[src/rtl/cpu32_alu_pkg.sv]
// Shared ALU definitions: comparator width and the {id, y} response packing.
package cpu32_alu_pkg;

   localparam int unsigned CMP_W = 32;

   // Width of a packed response {id, y} for a given id width.
   function automatic int unsigned rsp_w(input int unsigned idw);
      return idw + CMP_W;
   endfunction

endpackage

[src/rtl/cmp_arb_skid2.sv]
// Two-entry FIFO holding packed {id, y} responses; only built with CMP_ARB_SKID_EN.
`ifdef CMP_ARB_SKID_EN
import cpu32_alu_pkg::*;

module cmp_arb_skid2 #(
   parameter int unsigned W = 33
) (
   input  logic         clk,
   input  logic         rst_n,
   input  logic         push,
   input  logic [W-1:0] din,
   output logic         full,
   output logic         valid,
   input  logic         ready,
   output logic [W-1:0] dout
);

   logic [W-1:0] mem0;
   logic [W-1:0] mem1;
   logic         rd_ptr;
   logic         wr_ptr;
   logic [1:0]   count;
   logic         do_push;
   logic         do_pop;

   assign valid   = (count != 2'd0);
   assign full    = (count == 2'd2);
   assign do_push = push && !full;
   assign do_pop  = valid && ready;
   assign dout    = rd_ptr ? mem1 : mem0;

   always_ff @(posedge clk) begin
      if (!rst_n) begin
         mem0   <= '0;
         mem1   <= '0;
         rd_ptr <= 1'b0;
         wr_ptr <= 1'b0;
         count  <= 2'd0;
      end else begin
         if (do_push) begin
            if (wr_ptr) mem1 <= din;
            else        mem0 <= din;
            wr_ptr <= ~wr_ptr;
         end
         if (do_pop) rd_ptr <= ~rd_ptr;
         case ({do_push, do_pop})
            2'b10:   count <= count + 2'd1;
            2'b01:   count <= count - 2'd1;
            default: count <= count;
         endcase
      end
   end

endmodule
`endif

[src/rtl/slt32.sv]
// 32-bit less-than comparator, signed or unsigned per transaction.
import cpu32_alu_pkg::*;

module slt32 (
   input  logic [CMP_W-1:0] a,
   input  logic [CMP_W-1:0] b,
   input  logic             uns,
   output logic             lt
);

   always_comb begin
      lt = 1'b0;
      if (uns) lt = (a < b);
      else     lt = ($signed(a) < $signed(b));
   end

endmodule

[src/rtl/cmp_share_arb.sv]
// Round-robin arbiter sharing one slt32 between N_REQ requesters with a registered, id-tagged result.
// Define CMP_ARB_SKID_EN to replace the output register with a 2-entry FIFO (req_ready then ignores rsp_ready).
import cpu32_alu_pkg::*;

module cmp_share_arb #(
   parameter int unsigned N_REQ = 2,
   parameter int unsigned IDW   = (N_REQ > 1) ? $clog2(N_REQ) : 1
) (
   input  logic                   clk,
   input  logic                   rst_n,
   input  logic [N_REQ-1:0]       req_valid,
   output logic [N_REQ-1:0]       req_ready,
   input  logic [CMP_W*N_REQ-1:0] req_a,
   input  logic [CMP_W*N_REQ-1:0] req_b,
   input  logic [N_REQ-1:0]       req_unsigned,
   output logic                   rsp_valid,
   input  logic                   rsp_ready,
   output logic [CMP_W-1:0]       rsp_y,
   output logic [IDW-1:0]         rsp_id
);

   localparam int unsigned RW = rsp_w(IDW);

   logic [IDW-1:0]   rr_ptr;
   logic [N_REQ-1:0] grant;
   logic [IDW-1:0]   gnt_idx;
   logic             gnt_any;
   logic             can_accept;
   logic             push;
   logic [CMP_W-1:0] a_sel;
   logic [CMP_W-1:0] b_sel;
   logic             uns_sel;
   logic             lt;

   // Scan lanes starting at rr_ptr; first valid lane wins.
   always_comb begin
      grant   = '0;
      gnt_idx = '0;
      gnt_any = 1'b0;
      for (int unsigned k = 0; k < N_REQ; k++) begin
         for (int unsigned i = 0; i < N_REQ; i++) begin
            if (!gnt_any && req_valid[i] && (i == (32'(rr_ptr) + k) % N_REQ)) begin
               gnt_any  = 1'b1;
               gnt_idx  = IDW'(i);
               grant[i] = 1'b1;
            end
         end
      end
   end

   assign push      = rst_n && can_accept && gnt_any;
   assign req_ready = (rst_n && can_accept) ? grant : '0;

   always_comb begin
      a_sel   = '0;
      b_sel   = '0;
      uns_sel = 1'b0;
      for (int unsigned i = 0; i < N_REQ; i++) begin
         if (grant[i]) begin
            a_sel   = req_a[i*CMP_W +: CMP_W];
            b_sel   = req_b[i*CMP_W +: CMP_W];
            uns_sel = req_unsigned[i];
         end
      end
   end

   slt32 u_slt (
      .a   (a_sel),
      .b   (b_sel),
      .uns (uns_sel),
      .lt  (lt)
   );

   always_ff @(posedge clk) begin
      if (!rst_n)    rr_ptr <= '0;
      else if (push) rr_ptr <= (gnt_idx == IDW'(N_REQ - 1)) ? '0 : gnt_idx + IDW'(1);
   end

`ifdef CMP_ARB_SKID_EN
   logic          full;
   logic [RW-1:0] head;

   assign can_accept = !full;

   cmp_arb_skid2 #(.W(RW)) u_skid (
      .clk   (clk),
      .rst_n (rst_n),
      .push  (push),
      .din   ({gnt_idx, {(CMP_W-1){1'b0}}, lt}),
      .full  (full),
      .valid (rsp_valid),
      .ready (rsp_ready),
      .dout  (head)
   );

   assign rsp_y  = head[CMP_W-1:0];
   assign rsp_id = head[RW-1:CMP_W];
`else
   logic           vld_q;
   logic           lt_q;
   logic [IDW-1:0] id_q;

   // Single output register; reloads on a simultaneous pop and push.
   assign can_accept = !vld_q || rsp_ready;

   always_ff @(posedge clk) begin
      if (!rst_n) begin
         vld_q <= 1'b0;
         lt_q  <= 1'b0;
         id_q  <= '0;
      end else if (push) begin
         vld_q <= 1'b1;
         lt_q  <= lt;
         id_q  <= gnt_idx;
      end else if (rsp_ready) begin
         vld_q <= 1'b0;
      end
   end

   assign rsp_valid = vld_q;
   assign rsp_y     = {{(CMP_W-1){1'b0}}, lt_q};
   assign rsp_id    = id_q;
`endif

endmodule

[config.mk]
export PLATFORM = sky130hd
export DESIGN_NAME = cmp_share_arb
export DESIGN_NICKNAME = d
export VERILOG_FILES = /design/src/rtl/cpu32_alu_pkg.sv /design/src/rtl/cmp_arb_skid2.sv /design/src/rtl/slt32.sv /design/src/rtl/cmp_share_arb.sv
export SDC_FILE = /design/constraint.sdc
export NUM_CORES = 1
export LEC_CHECK = 0
export CORE_UTILIZATION = 32
export CTS_BUF_LIST = sky130_fd_sc_hd__clkbuf_4
export CTS_CLUSTER_SIZE = 8
export DETAILED_ROUTE_END_ITERATION = 8
export GPL_TIMING_DRIVEN = 0
export HOLD_SLACK_MARGIN = 0.1
export PLACE_DENSITY = 0.87
export SLEW_MARGIN = 10
export SYNTH_ARGS = -nofsm -noshare
export SYNTH_HDL_FRONTEND = slang
export SYNTH_HIERARCHICAL = 1
export SYNTH_SLANG_ARGS = --single-unit
[constraint.sdc]
create_clock -name clk -period 3.1 [get_ports clk]
set_clock_uncertainty 0.05 [all_clocks]
set_input_delay 0.465 -clock clk [delete_from_list [all_inputs] [get_ports clk]]
set_output_delay 0.465 -clock clk [all_outputs]
set_load 0.03 [all_outputs]
==> out/qor.yml, run 1 <==
crit_required_ps: 3220
seq_area_frac_synth_pct: 4.22
die-area_sq_um: 6240
gr-usage-met2_pct: 39.0
vias_per_cell: 4.84
path_delay_family: "compound AO/OA/AOI/OAI gates"
gr-usage-met3_pct: 2.30
port_buffers: 139
synthSimpleGateAreaFrac_pct: 8.17
path_class: "in -> reg"
fmax_mhz: 334
clk_pin_slew_ps: 40
final_core_util_pct: 63.5
cts.sink_count: 4
syn_area_sq_um: 1900
grt.overflow.total: 0
synth_top_family_by_area: "compound AO/OA/AOI/OAI gates"
setup_violations: 0
cap_violations: 0
nFillCells: 517
hp-class: "reg -> reg"
synth_compound_area_share_pct: 41.1
yosys_register_bits: 4
drt_pre_antenna_iters: 4
fin_nets: 589
grt_pass1_wl_microns: 10200
core_sq_um: 5610
num_io_pins: 171
synth_mux_area_share_pct: 0.527
regArea_sq_um: 80.1
cp_common_cell: "buf_6"
antenna_found_initial: 0
die_y_microns: 79.0
vias: 2387
met1_usage_pct: 23.5
place_area_sq_um: 3490
synth_cell_types: 32
ir_drop_mv: 0.230
cp_num_buf_inv: 3
hold_violations: 0
grt.busiest_layer: "met2"
synth_cells: 245
clockBufferDepth: 2
cts-root-buf: "clkbuf_4"
drc: 0
drv_slew: 0
start_kind: "input pin"
crit_slowest_cell: "ha_1"
grt_usage_pct: 20.1
clock_latency_ps: 230
grt_max_degree: 11
drtAntennaViolNets: 0
ys_warn_count: 6
finalCriticalPeriod_ps: 2990
grt_pass1_vias: 2265
layout-drive-gt1-share_pct: 14.3
initial_utilization_pct: 33.8
status: "finished, final reports clean"
final_cell_mix: "clkdlybuf4s50_1 (137), a22o_1 (65), buf_4 (40)"
htreeDepth: 1
multi_input_area_sq_um: 1480
ys_async_sr_fraction_pct: 0
leakage_nw: 1.72
synthXorXnorAreaFrac_pct: 0.461
period_share_pct: 96.5
die_x_microns: 79.0
post_synth.cell_area_avg_sq_um: 7.75
cp.arrival_ps: 3110
wl_per_cell_microns: 13.5
synth_edf_count: 0
cp_max_fo: 10
drt_iter0_drc: 38
routed_wl_microns: 6670
hpwlAfterDp_microns: 5600
num_rows: 27
powerDensity_nw_per_um2: 212
antenna_cells: 0
post-place-ws_ps: -451
worstPathCellList: "dlygate4sd2_1, and2_4, buf_6, buf_6, a22o_1, ha_1, a211o_1, a31oi_2, o221ai_2, a21oi_2, o211ai_1, a31oi_1, nand2_1, mux2i_1"
cpPeakStageDelay_ps: 330
fin_area_sq_um: 3560
cts_buffers: 3
cts_tree: "built"
synthAdderAreaFrac_pct: 20.4
fin_ws_ps: 107
gp_congestion: 0.816
synthToLayoutAreaGrowth_pct: 87.6
cts-hold-fix-buffers: 0
layout_commonest_cell: "clkdlybuf4s50_1"
critPathCaptureType: "flop"
synthFlopType: "dfxtp_1"
## sequential cells by signal, summed over array words and instances (netlist names)
signal,cells
rsp_id,1
rr_ptr,1
lt_q,1
rsp_valid,1
## cell usage after synthesis, drive strengths merged, types with 2 or more instances
cell	number	share of area, %
nand2b	2	0.66
nand3	3	0.79
a21oi	15	4.0
a21o	4	1.6
nor2	5	0.99
a31oi	2	0.66
ha	31	20
buf	46	19
nand2	10	2.0
o21ai	4	1.1
inv	32	6.3
and3	2	0.66
dfxtp	4	4.2
or3	2	0.66
nand4	5	1.6
a22o	65	30
## path summary, 6_finish.rpt
path / to / start / cells past startpoint / slack [ps]
max reg2reg: lt_q / rr_ptr / 14 / 240
max: lt_q / req_valid[0] / 14 / 110
min reg2reg: lt_q / lt_q / 2 / 430
min: lt_q / lt_q / 2 / 430
## metrics by stage
step	setup TNS (ps)	cells	power, mW	hold slack [ps]
floorplan	0	275	0.421	388
global placement	-444	486	0.657	411
detailed placement	-451	486	0.671	412
CTS	0	489	0.743	435
global route	-38.6	493	0.819	461
finish	0	493	0.754	435
## tightest hold or removal path: cells and delay by family, from the launching register on
kind,cells,cell delay [ps]
flip-flops,1,320
AND/OR/NAND/NOR,1,60
multiplexers,1,60
## final cells by class
type	instances	area share, %
timing repair buffer	143	39.7
buffer	46	10.0
sequential	4	2.25
inverter	32	3.37
tap	72	2.53
multi-input combinational	193	41.4
clock buffer	3	0.632
## power breakdown
part | internal (mW) | total [mW] | leakage, nW | switching (mW)
sequential | 0.0578 | 0.0620 | 0.0333 | 0.00420
clock | 0.0433 | 0.0643 | 0.0138 | 0.0210
combinational | 0.355 | 0.628 | 1.67 | 0.272
total | 0.456 | 0.754 | 1.72 | 0.298
## logic make-up after synthesis
logic type | count (synthesis)
xor+xnor | 1
compound gates | 98
fa+ha+maj | 31
mux | 1
simple gates | 31
other cells | 1
buf+inv | 78
flops | 4
## what timing repair did
item / in CTS / in global routing
pin swaps: 3 / 3
setup endpoints to repair: 1 / 1
gates cloned: 0 / 0
setup buffers: 0 / 4
resized for setup: 3 / 7
## metal layers
metal	vias to the layer above	wire length (microns)
met5	-	0
met4	0	85
met3	8	414
met2	102	3420
met1	1077	2750
li1	1200	-
No activity file was read; power rests on OpenSTA's default activity.
==> run 2: changes to the inputs <==
- RECOVER_POWER: unset -> 100
==> run 2 against run 1 <==
- sequential cell count is the same
- via count hardly changed
- die area is the same
- clock-buffer cell count unchanged
- power fell by 0.37%
- setup slack got worse by 0.67 ps
- sequential power is essentially flat
- core utilization is the same
- global-route usage unchanged
- critical path depth did not move
- non-clock buffer count unchanged
- critical path type unchanged
- critical endpoint unchanged
==> out/qor.yml, run 2 (synthesis results as in run 1) <==
status: "finished, final reports clean"  # unchanged
grt.busiest_layer: "met2"  # unchanged
cts_tree: "built"  # unchanged
vias_per_cell: 4.84  # about the same
period_share_pct: 96.6  # was 96.5%
powerDensity_nw_per_um2: 211  # was 212 nW/um^2
hp-class: "reg -> reg"  # unchanged
r2r_setup_slack_ps: 240  # about the same
clk_pin_slew_ps: 40  # about the same
cp_num_buf_inv: 3  # unchanged
synthToLayoutAreaGrowth_pct: 87.6  # unchanged
antenna_found_initial: 0  # unchanged
hpwlAfterDp_microns: 5600  # unchanged
reg2reg_depth: 14  # unchanged
cp_common_cell: "buf_6"  # unchanged
crit_path_end: "lt_q"  # unchanged
cts_buffers: 3  # unchanged
num_rows: 27  # unchanged
drv_slew: 0  # unchanged
post-place-ws_ps: -451  # unchanged
leakage_nw: 1.73  # was 1.72 nW
cp.arrival_ps: 3110  # about the same
setup_violations: 0  # unchanged
crit_slowest_cell: "ha_1"  # unchanged
whs_ps: 435  # about the same
fmax_mhz: 334  # about the same
r2r-start: "rr_ptr"  # unchanged
fin_ws_ps: 106  # was 107 ps
drt_pre_antenna_iters: 4  # unchanged
port_buffers: 139  # unchanged
worstPathCellList: "dlygate4sd2_1, and2_4, buf_6, buf_6, a22o_1, ha_1, a211o_1, a31oi_2, o221ai_2, a21oi_2, o211ai_1, a31oi_1, nand2_1, mux2i_1"  # unchanged
grt_pass1_wl_microns: 10200  # unchanged
critPathCaptureType: "flop"  # unchanged
num_io_pins: 171  # unchanged
start_kind: "input pin"  # unchanged
hp-start: "lt_q"  # unchanged
path_delay_family: "compound AO/OA/AOI/OAI gates"  # unchanged
gr-usage-met2_pct: 39.0  # unchanged
core_sq_um: 5610  # unchanged
met1_usage_pct: 23.5  # unchanged
grt_pass1_vias: 2265  # unchanged
antenna_cells: 0  # unchanged
nFillCells: 517  # unchanged
gp_congestion: 0.816  # unchanged
cts.sink_count: 4  # unchanged
drt_iter0_drc: 38  # unchanged
cpPeakStageDelay_ps: 330  # about the same
layout_commonest_cell: "clkdlybuf4s50_1"  # unchanged
gr-usage-met3_pct: 2.30  # unchanged
routed_wl_microns: 6670  # about the same
ir_drop_mv: 0.228  # was 0.230 mV
die-area_sq_um: 6240  # unchanged
grt_max_degree: 11  # unchanged
cts-root-buf: "clkbuf_4"  # unchanged
worstReg2RegEnd: "lt_q"  # unchanged
wl_per_cell_microns: 13.5  # about the same
initial_utilization_pct: 33.8  # unchanged
setup_tns_ps: 0  # unchanged
crit_start: "req_valid[0]"  # unchanged
crit_required_ps: 3220  # about the same
cp_max_fo: 10  # unchanged
final_cell_mix: "clkdlybuf4s50_1 (131), a22o_1 (65), buf_4 (40)"  # was clkdlybuf4s50_1 (137), a22o_1 (65), buf_4 (40)
htreeDepth: 1  # unchanged
path_class: "in -> reg"  # unchanged
finalCriticalPeriod_ps: 2990  # about the same
die_y_microns: 79.0  # unchanged
cap_violations: 0  # unchanged
vias: 2388  # was 2387
fin_nets: 589  # unchanged
path_depth: 14  # unchanged
grt_usage_pct: 20.1  # unchanged
layout-drive-gt1-share_pct: 14.3  # unchanged
clock_latency_ps: 230  # about the same
grt.overflow.total: 0  # unchanged
drc: 0  # unchanged
hold_violations: 0  # unchanged
clockBufferDepth: 2  # unchanged
final_core_util_pct: 63.5  # unchanged
drtAntennaViolNets: 0  # unchanged
die_x_microns: 79.0  # unchanged
==> run 2: cell count changes in the layout (fill, tap and decap cells not counted) <==
cell and delta:
dlygate4sd3_1 +6, clkdlybuf4s50_1 -6
==> run 2: worst min path at each step <==
stage | endpoint | slack (ps) | cells past startpoint
6_report | lt_q | 430 | 2
5_1_grt | lt_q | 460 | 2
4_1_cts | lt_q | 440 | 2
3_5_place_dp | lt_q | 410 | 2
3_3_place_gp | lt_q | 410 | 2
2_1_floorplan | lt_q | 390 | 2
==> run 2: what timing repair did <==
item | CTS | global route
buffers inserted | 0 | 4
hold buffers | 0 | 0
pin swaps | 3 | 3
endpoints found under the setup margin | 1 | 1
resized for setup | 3 | 7
==> run 2: cell type report <==
cell class	instances	area, sq um	share of cell area, %
Multi-Input combinational cell	193	1480	41.4
Tap cell	72	90.1	2.53
Buffer	46	358	10.0
Timing Repair Buffer	143	1420	39.7
Clock buffer	3	22.5	0.632
Sequential cell	4	80.1	2.25
Inverter	32	120	3.37
==> run 2: worst reg2reg max path: cells and delay by family (launching register included) <==
kind            cells  cell delay, ps
compound gates      7            1360
simple gates        3             320
buf+inv             2             280
flops               1             340
fa+ha+maj           1             330
mux                 1             110
==> run 2: per-stage QoR <==
stage               cells  total power [mW]  instance area (sq um)
floorplan             275             0.421                   2010
global placement      486             0.657                   3490
detailed placement    486             0.671                   3490
CTS                   489             0.743                   3520
global route          493             0.816                   3560
finish                493             0.751                   3560
==> run 2: where the power goes <==
part | internal (mW) | total (mW) | switching, mW
combinational | 0.353 | 0.625 | 0.272
sequential | 0.0578 | 0.0619 | 0.00409
clock | 0.0433 | 0.0643 | 0.0210
==> run 2: per-layer routing <==
layer	share of wire, %	up-vias
li1	-	1200
met1	41	1078
met2	51	102
met3	6.2	8
met4	1.3	0
met5	0	-
==> run 3: changes to the inputs <==
- GPL_TIMING_DRIVEN: 0 -> unset
==> run 3 against run 2 <==
- global-route usage fell by 2.2 points
- register-to-register slack improved by 230 ps
- first-iteration DRC count down 13%
- highest routed layer unchanged
- power fell by 3.5%
- die area unchanged
- clock power rose by 15%
- design area down 4.8%
- sequential share of layout area up 0.11 points
- largest cell class unchanged
- critical path type unchanged
- largest power group unchanged
- critical endpoint unchanged
- maximum frequency is 10% higher
- sequential power barely moved
- clock-buffer cell count stayed put
- combinational power down 5.8%
==> out/qor.yml, run 3 (synthesis results as in run 1) <==
grt_max_degree: 36  # was 11
hpwlAfterDp_microns: 5010  # was 5600 microns
wl_per_cell_microns: 13.4  # was 13.5 microns
die_y_microns: 79.0  # unchanged
clk_pin_slew_ps: 40  # about the same
cp_max_fo: 10  # unchanged
cap_violations: 0  # unchanged
grt_pass1_wl_microns: 9200  # was 10200 microns
grt.overflow.total: 0  # unchanged
drc: 0  # unchanged
start_kind: "input pin"  # unchanged
cp.arrival_ps: 2850  # was 3110 ps
powerDensity_nw_per_um2: 214  # was 211 nW/um^2
num_io_pins: 171  # unchanged
antenna_cells: 0  # unchanged
synthToLayoutAreaGrowth_pct: 78.5  # was 87.6%
status: "finished, final reports clean"  # unchanged
grt_pass1_vias: 2210  # was 2265
crit_required_ps: 3230  # was 3220 ps
drv_slew: 0  # unchanged
cts-root-buf: "clkbuf_4"  # unchanged
core_sq_um: 5610  # unchanged
critPathCaptureType: "flop"  # unchanged
cts.sink_count: 4  # unchanged
routed_wl_microns: 6200  # was 6670 microns
drt_pre_antenna_iters: 4  # unchanged
port_buffers: 139  # unchanged
initial_utilization_pct: 33.8  # unchanged
leakage_nw: 1.60  # was 1.73 nW
fin_nets: 558  # was 589
htreeDepth: 1  # unchanged
cts-hold-fix-buffers: 0  # unchanged
ir_drop_mv: 0.234  # was 0.228 mV
whs_ps: 435  # about the same
drt_iter0_drc: 33  # was 38
cts_buffers: 3  # unchanged
die-area_sq_um: 6240  # unchanged
layout_commonest_cell: "clkdlybuf4s50_1"  # unchanged
vias: 2252  # was 2388
fmax_mhz: 368  # was 334 MHz
antenna_found_initial: 0  # unchanged
finalCriticalPeriod_ps: 2720  # was 2990 ps
setup_violations: 0  # unchanged
place_area_sq_um: 3300  # was 3490 sq um
clockBufferDepth: 2  # unchanged
die_x_microns: 79.0  # unchanged
clock_latency_ps: 260  # was 230 ps
rsz0062_at_grt: "no"
layout-drive-gt1-share_pct: 6.67  # was 14.3%
hold_violations: 0  # unchanged
grt_usage_pct: 17.9  # was 20.1%
cts_tree: "built"  # unchanged
drtAntennaViolNets: 0  # unchanged
gp_congestion: 0.789  # was 0.816
path_class: "in -> reg"  # unchanged
final_cell_mix: "clkdlybuf4s50_1 (131), a22o_1 (65), inv_1 (32)"  # was clkdlybuf4s50_1 (131), a22o_1 (65), buf_4 (40)
vias_per_cell: 4.87  # was 4.84
hp-class: "reg -> reg"  # unchanged
num_rows: 27  # unchanged
period_share_pct: 87.6  # was 96.6%
fin_area_sq_um: 3390  # was 3560 sq um
run 3: changes by cell type in the layout (fill, tap and decap cells not counted), sizes merged:
cell | previous run | this run
buf | 50 | 17
dlymetal6s2s | 0 | 2
dlygate4sd2 | 1 | 0
and2 | 1 | 2
run 3: critical path, cell delays in order:
cell and delay [ps]:
dlymetal6s2s_1 250, a21boi_4 110, buf_4 160, clkbuf_16 160, buf_4 150, a22o_1 180
ha_1 300, a21o_1 180, a21o_1 180, a211oi_2 270, xnor2_1 110, a31oi_1 150
nand2_1 70, mux2i_1 110
run 3: worst paths after layout:
path | startpoint | endpoint | cells after the start | slack (ps)
hold / removal | lt_q | lt_q | 2 | 440
setup reg to reg | rr_ptr | lt_q | 14 | 470
setup / recovery | req_valid[0] | lt_q | 14 | 380
hold reg to reg | lt_q | lt_q | 2 | 440
run 3: what timing repair did:
action	4_1_cts	5_1_grt
buffers inserted	0	2
gates resized for setup	0	4
setup endpoints to repair	0	1
run 3: routing by layer:
| layer | vias to the layer above | routed length [microns] | track usage, % |
|---|---|---|---|
| li1 | 1142 | - | - |
| met4 | 0 | 116 | 5.45 |
| met3 | 13 | 406 | 2.64 |
| met5 | - | 0 | 0 |
| met2 | 101 | 3130 | 36.3 |
| met1 | 996 | 2550 | 18.6 |
run 3: final cells by class:
cell class / count / area (sq um)
Sequential cell: 4 / 80.1
Timing Repair Buffer: 157 / 1600
Clock buffer: 3 / 22.5
Tap cell: 72 / 90.1
Inverter: 32 / 120
Multi-Input combinational cell: 194 / 1480
Fill cell: 525 / 2220
run 3: through the flow:
stage | power (mW) | setup TNS (ps) | util (%) | setup slack, ps | std cells
after CTS | 0.718 | 0 | 59.2 | 90.3 | 458
after floorplan | 0.421 | 0 | - | 524 | 275
final | 0.725 | 0 | 60.4 | 383 | 462
after global placement | 0.629 | -61.2 | 58.8 | -61.2 | 455
after detailed placement | 0.642 | -158 | 58.8 | -158 | 455
after global routing | 0.789 | 0 | 60.4 | 141 | 462
run 3: power by group:
| part | total [mW] | switching [mW] | leakage [nW] | internal, mW |
|---|---|---|---|---|
| combinational | 0.589 | 0.255 | 1.55 | 0.334 |
| sequential | 0.0619 | 0.00418 | 0.0333 | 0.0577 |
| clock | 0.0739 | 0.0300 | 0.0138 | 0.0439 |
==> patch 1, RTL diff (config.mk and constraints of run 2) <==
The package constant `CMP_W` goes from 32 to 16.
--- a/src/rtl/cpu32_alu_pkg.sv
+++ b/src/rtl/cpu32_alu_pkg.sv
@@ -3,3 +3,3 @@
 
-   localparam int unsigned CMP_W = 32;
+   localparam int unsigned CMP_W = 16;
 
Interface: changed (resized req_a, req_b and rsp_y); port bits go from 171 to 91. No check against the original RTL was run, so the function may have changed too.
==> patch 1 against run 2 <==
Power decreased by 41%. Clock power increased by 0.6%. Area after synthesis decreased by 44%. Die area decreased by 43%. Critical path depth decreased by 1. Highest routed layer unchanged. Final area decreased by 45%. Wire length decreased by 54%. Count of clock-buffer cells in the layout unchanged. Sequential cell count unchanged. Via count decreased by 46%. Setup slack improved by 0.068 ns.
==> patch 1: results (changes against run 2) <==
stage	metric	value	unit	change
placed_design	dp_slack	-0.510	ns	-0.0588 ns
detailed_routing	wl_met3	245	µm	-41%
layout	drive_gt1_frac	0.137		-0.00595
cts	clk_path_buf_depth	2		unchanged
outcome	run_status	finished clean		
detailed_routing	m1WireLength	1.23	mm	-55%
logic_synthesis	synth-compound-area-share	0.389		-0.0224
logic_synthesis	synth-seq-area-share	0.0752		+0.0330
global_route	grt_pass1_vias	1145		-49%
global_route	gr-usage-met1	0.197		-0.0383
logic_synthesis	synth_xor_area_frac	0		-0.00461
setup_path	arrival	3.03	ns	-0.08 ns
global_route	use_met2	0.321		-0.0690
placed_design	port_buffers	75		-46%
logic_synthesis	ys_types	30		-6.3%
detailed_routing	routed_wl	3.08	mm	-54%
logic_synthesis	yosys-top-cells-area	a22o_1 (27%), ha_1 (18%), buf_4 (11%), dfxtp_1 (7.5%), inv_1 (5.6%)		
logic_synthesis	muxShareOfSynthArea	0.00940		+0.00413
timing	period_needed	2.93	ns	-0.0682 ns
placed_design	gp_congestion	0.742		-9.1%
power_and_ir_drop	switching_share	0.362		-0.0337
power_and_ir_drop	p_leak	0.931	nW	-46%
timing	fin_hold_ws	0.441	ns	+0.00637 ns
global_route	grt_pass1_wl	4.66	mm	-54%
setup_path	worstPathMaxFanout	10		unchanged
placed_design	dp_hpwl	2.59	mm	-54%
hold_path	hold_path_depth	2		unchanged
logic_synthesis	synth_fa_ha_area_frac	0.176		-0.0281
global_route	globalRouteMet3Util	0.0173		-0.00567
logic_synthesis	synth_commonest_cells	a22o_1 (33), buf_4 (16), inv_1 (16)		
power_and_ir_drop	irDropWorstVdd	0.000189	V	-17%
global_route	grt_util_all_layers	0.167		-0.0346
setup_path	rrSetupSlack	0.32	ns	+0.08 ns
detailed_routing	wl_met2	1.60	mm	-53%
detailed_routing	drtIter0Drc	33		-13%
hold_path	min_path_type	register to register		
detailed_routing	vias	1285		-46%
==> patch 1: power groups by stage <==
stage | registers, mW | clock network (mW) | logic [mW]
global route | 0.0602 | 0.0724 | 0.354
finish | 0.0597 | 0.0647 | 0.321
floorplan | 0.0642 | 0 | 0.181
CTS | 0.0598 | 0.0667 | 0.323
global placement | 0.0605 | 0 | 0.310
detailed placement | 0.0608 | 0 | 0.315
==> patch 1: kinds of logic (layout without fill, tap and decap cells) <==
group                      after synthesis  in the layout
muxes                                    1              1
AOI/OAI and AO/OA                       52             52
other                                    1             15
and+or+nand+nor                         23             23
adders and majority gates               15             15
DFF                                      4              4
buffers and inverters                   39            117
==> patch 1: metrics by stage <==
step | power (mW) | area, µm² | cells | TNS, ns
2_1_floorplan | 0.245 | 1120 | 149 | 0
3_3_place_gp | 0.371 | 1920 | 268 | -0.453
3_5_place_dp | 0.376 | 1920 | 268 | -0.510
4_1_cts | 0.449 | 1960 | 271 | 0
5_1_grt | 0.486 | 1970 | 271 | 0
6_report | 0.446 | 1970 | 271 | 0
==> patch 1: repair_timing <==
item	4_1_cts	5_1_grt
gates resized for setup	7	3
setup endpoints to repair	1	1
buffers inserted	0	0
==> patch 1: layout make-up <==
class	count	area, µm²
clock buffers	3	22.5
plain buffers	23	185
fillers	294	1130
well taps	44	55.1
repair buffers	75	749
flip-flops and latches	4	80.1
multi-input cells	106	821
inverters	16	60.1
==> patch 1: worst max-delay path: stages <==
cell and delay, ns:
dlygate4sd2_1 0.31, and2_1 0.18, buf_6 0.13, buf_6 0.14
a22o_1 0.23, ha_1 0.33, a21oi_2 0.14, o21ai_0 0.09
a21o_1 0.21, or4_1 0.52, o31ai_1 0.08, nand2_1 0.07
mux2i_1 0.13
==> patch 2, RTL diff (settings of run 2) <==
Without the edit above. Build with the macro `CMP_ARB_SKID_EN` defined.
--- a/src/rtl/cmp_arb_skid2.sv
+++ b/src/rtl/cmp_arb_skid2.sv
@@ -1,2 +1,4 @@
 // Two-entry FIFO holding packed {id, y} responses; only built with CMP_ARB_SKID_EN.
+`define CMP_ARB_SKID_EN
+
 `ifdef CMP_ARB_SKID_EN
Formal check against the unedited RTL: not equivalent (Yosys sat finds a counterexample within 4 cycles, from zero or initial values and one cycle with rst_n low).
==> patch 2 against run 2 <==
Sequential cell count up 67. Global-route usage fell by 0.70 points. Largest power group unchanged. Setup slack gained 0.036 ns. Wire length grew 120%. First-iteration DRC count increased to 4.8 times the old value. Register-to-register slack worse by 0.04 ns. Critical endpoint is now rsp_y[31]. Area after synthesis is 150% higher. Fmax increased by 1.2%. Power increased to 4.5 times the old value. Final area is 93% higher. Sequential share of layout area up 18 points. Combinational power increased to 2.7 times the old value.
==> patch 2: results (changes against run 2) <==
stage	metric	value	unit	change
outcome	run_status	finished clean		
layout	n_antenna_cell	0		unchanged
detailed_routing	dr.pass1.iters	5		+1
logic_synthesis	ys_types	39		+22%
power_and_ir_drop	power_switching	1.27	mW	+330%
cts	cts_made_buffers	9		+6
logic_synthesis	synth_commonest_cells	nand2_1 (107), dfxtp_1 (71), mux2i_1 (66)		
cts	postCtsSetupRepairBufs	0		unchanged
cts	clk_pin_slew	0.11	ns	+0.07 ns
logic_synthesis	yosys-top-cells-area	dfxtp_1 (30%), mux2i_1 (14%), a32o_1 (14%), nand2_1 (8.5%), ha_1 (8.5%)		
placed_design	port_buffers	169		+22%
cts	worstSkewPairLatency	0.41	ns	+0.18 ns
cts	root_buffer	clkbuf_4		
detailed_routing	vias	4599		+93%
placed_design	dp_hpwl	11.4	mm	+100%
hold_path	min_path_type	register to register		
layout	largestRegisters	u_skid/mem0 (33), u_skid/mem1 (33), u_skid/count (2)		
logic_synthesis	synth-seq-area-share	0.301		+0.259
global_route	grt_pass1_wl	22.7	mm	+120%
layout	nNetsFinal	898		+52%
global_route	antenna_found_initial	0		unchanged
placed_design	gp_congestion	0.874		+7.1%
global_route	grt_start_max_net_pins	13		+2
setup_path	arrival	2.44	ns	-0.67 ns
logic_synthesis	yosysWarnings	6		unchanged
detailed_routing	wl_per_cell	15.7	µm	+16%
cts	clk_path_buf_depth	2		unchanged
logic_synthesis	ys.flop_type	dfxtp_1		
timing	slew_headroom	0.474		
detailed_routing	drtIter0Drc	181		+380%
logic_synthesis	synthArstFlopShare	0		unchanged
power_and_ir_drop	irDropWorstVdd	0.000229	V	+0.54%
layout	drive_gt1_frac	0.102		-0.0406
setup_path	worstPathMaxFanout	10		unchanged
power_and_ir_drop	p_leak	2.88	nW	+66%
cts	cts_max_level	3		+2
global_route	grt_util_all_layers	0.194		-0.00697
layout	fill_cells	1364		+160%
global_route	grt_pass1_vias	4814		+110%
-- patch 2: repair_timing --
action                                  in CTS  in global routing
resized for setup                            0                 10
endpoints found under the hold margin        0                  0
endpoints found under the setup margin       0                  2
-- patch 2: final cells by class --
cell class,count,share of cell area
plain buffers,46,0.0349
clock buffers,9,0.00981
clock inverters,7,0.00927
inverters,33,0.0180
multi-input cells,401,0.442
flip-flops and latches,71,0.207
well taps,184,0.0334
repair buffers,169,0.246
-- patch 2: worst max-delay path: stages (launching register included) --
cell and delay [ns]:
dfxtp_1 0.32, clkbuf_1 0.35, clkbuf_2 0.37, mux2_1 0.40, clkdlybuf4s50_1 0.60
-- patch 2: per-stage QoR --
step | instances | setup WS, ns | instance area, µm² | total power, mW | utilization
floorplan | 551 | 0.459 | 4830 | 2.26 | -
global placement | 904 | -0.395 | 6760 | 2.83 | 0.467
detailed placement | 904 | -0.392 | 6760 | 2.86 | 0.467
CTS | 920 | 0.0301 | 6890 | 3.43 | 0.476
global route | 920 | 0.0200 | 6890 | 3.60 | 0.476
finish | 920 | 0.142 | 6890 | 3.39 | 0.476
-- patch 2: cell families (layout without fill, tap and decap cells) --
group / Yosys count / count (layout) / share of synthesized area
AO/OA/AOI/OAI: 98 / 98 / 0.183
XOR/XNOR: 4 / 4 / 0.00742
adder cells (fa/ha/maj): 32 / 32 / 0.0848
buffers and inverters: 79 / 264 / 0.0824
flip-flops: 71 / 71 / 0.301
multiplexers: 99 / 99 / 0.219
other: 1 / 31 / 0.000794
AND/OR/NAND/NOR: 137 / 137 / 0.122
-- patch 2: path summary, 6_finish.rpt --
path	depth (start not counted)	slack (ns)	startpoint	endpoint
setup / recovery	4	0.14	u_skid/rd_ptr	rsp_y[31]
hold / removal	2	0.42	u_skid/mem0[16]	u_skid/mem0[16]
setup reg to reg	13	0.20	rr_ptr	u_skid/mem1[0]
hold reg to reg	2	0.42	u_skid/mem0[16]	u_skid/mem0[16]
-- patch 2: power groups by stage --
| stage | sequential (mW) | combinational, mW | clock (mW) |
|---|---|---|---|
| 3_3_place_gp | 1.12 | 1.71 | 0 |
| 6_report | 1.11 | 1.71 | 0.561 |
| 3_5_place_dp | 1.13 | 1.73 | 0 |
| 4_1_cts | 1.11 | 1.74 | 0.575 |
| 2_1_floorplan | 1.11 | 1.15 | 0 |
| 5_1_grt | 1.13 | 1.86 | 0.613 |
-- patch 2: layer usage --
| metal | routed length, µm | vias to the layer above | global-route usage |
|---|---|---|---|
| li1 | - | 2281 | - |
| met1 | 5720 | 2121 | 0.208 |
| met4 | 434 | 0 | 0.0941 |
| met3 | 961 | 29 | 0.0461 |
| met5 | 0 | - | 0 |
| met2 | 7300 | 168 | 0.355 |
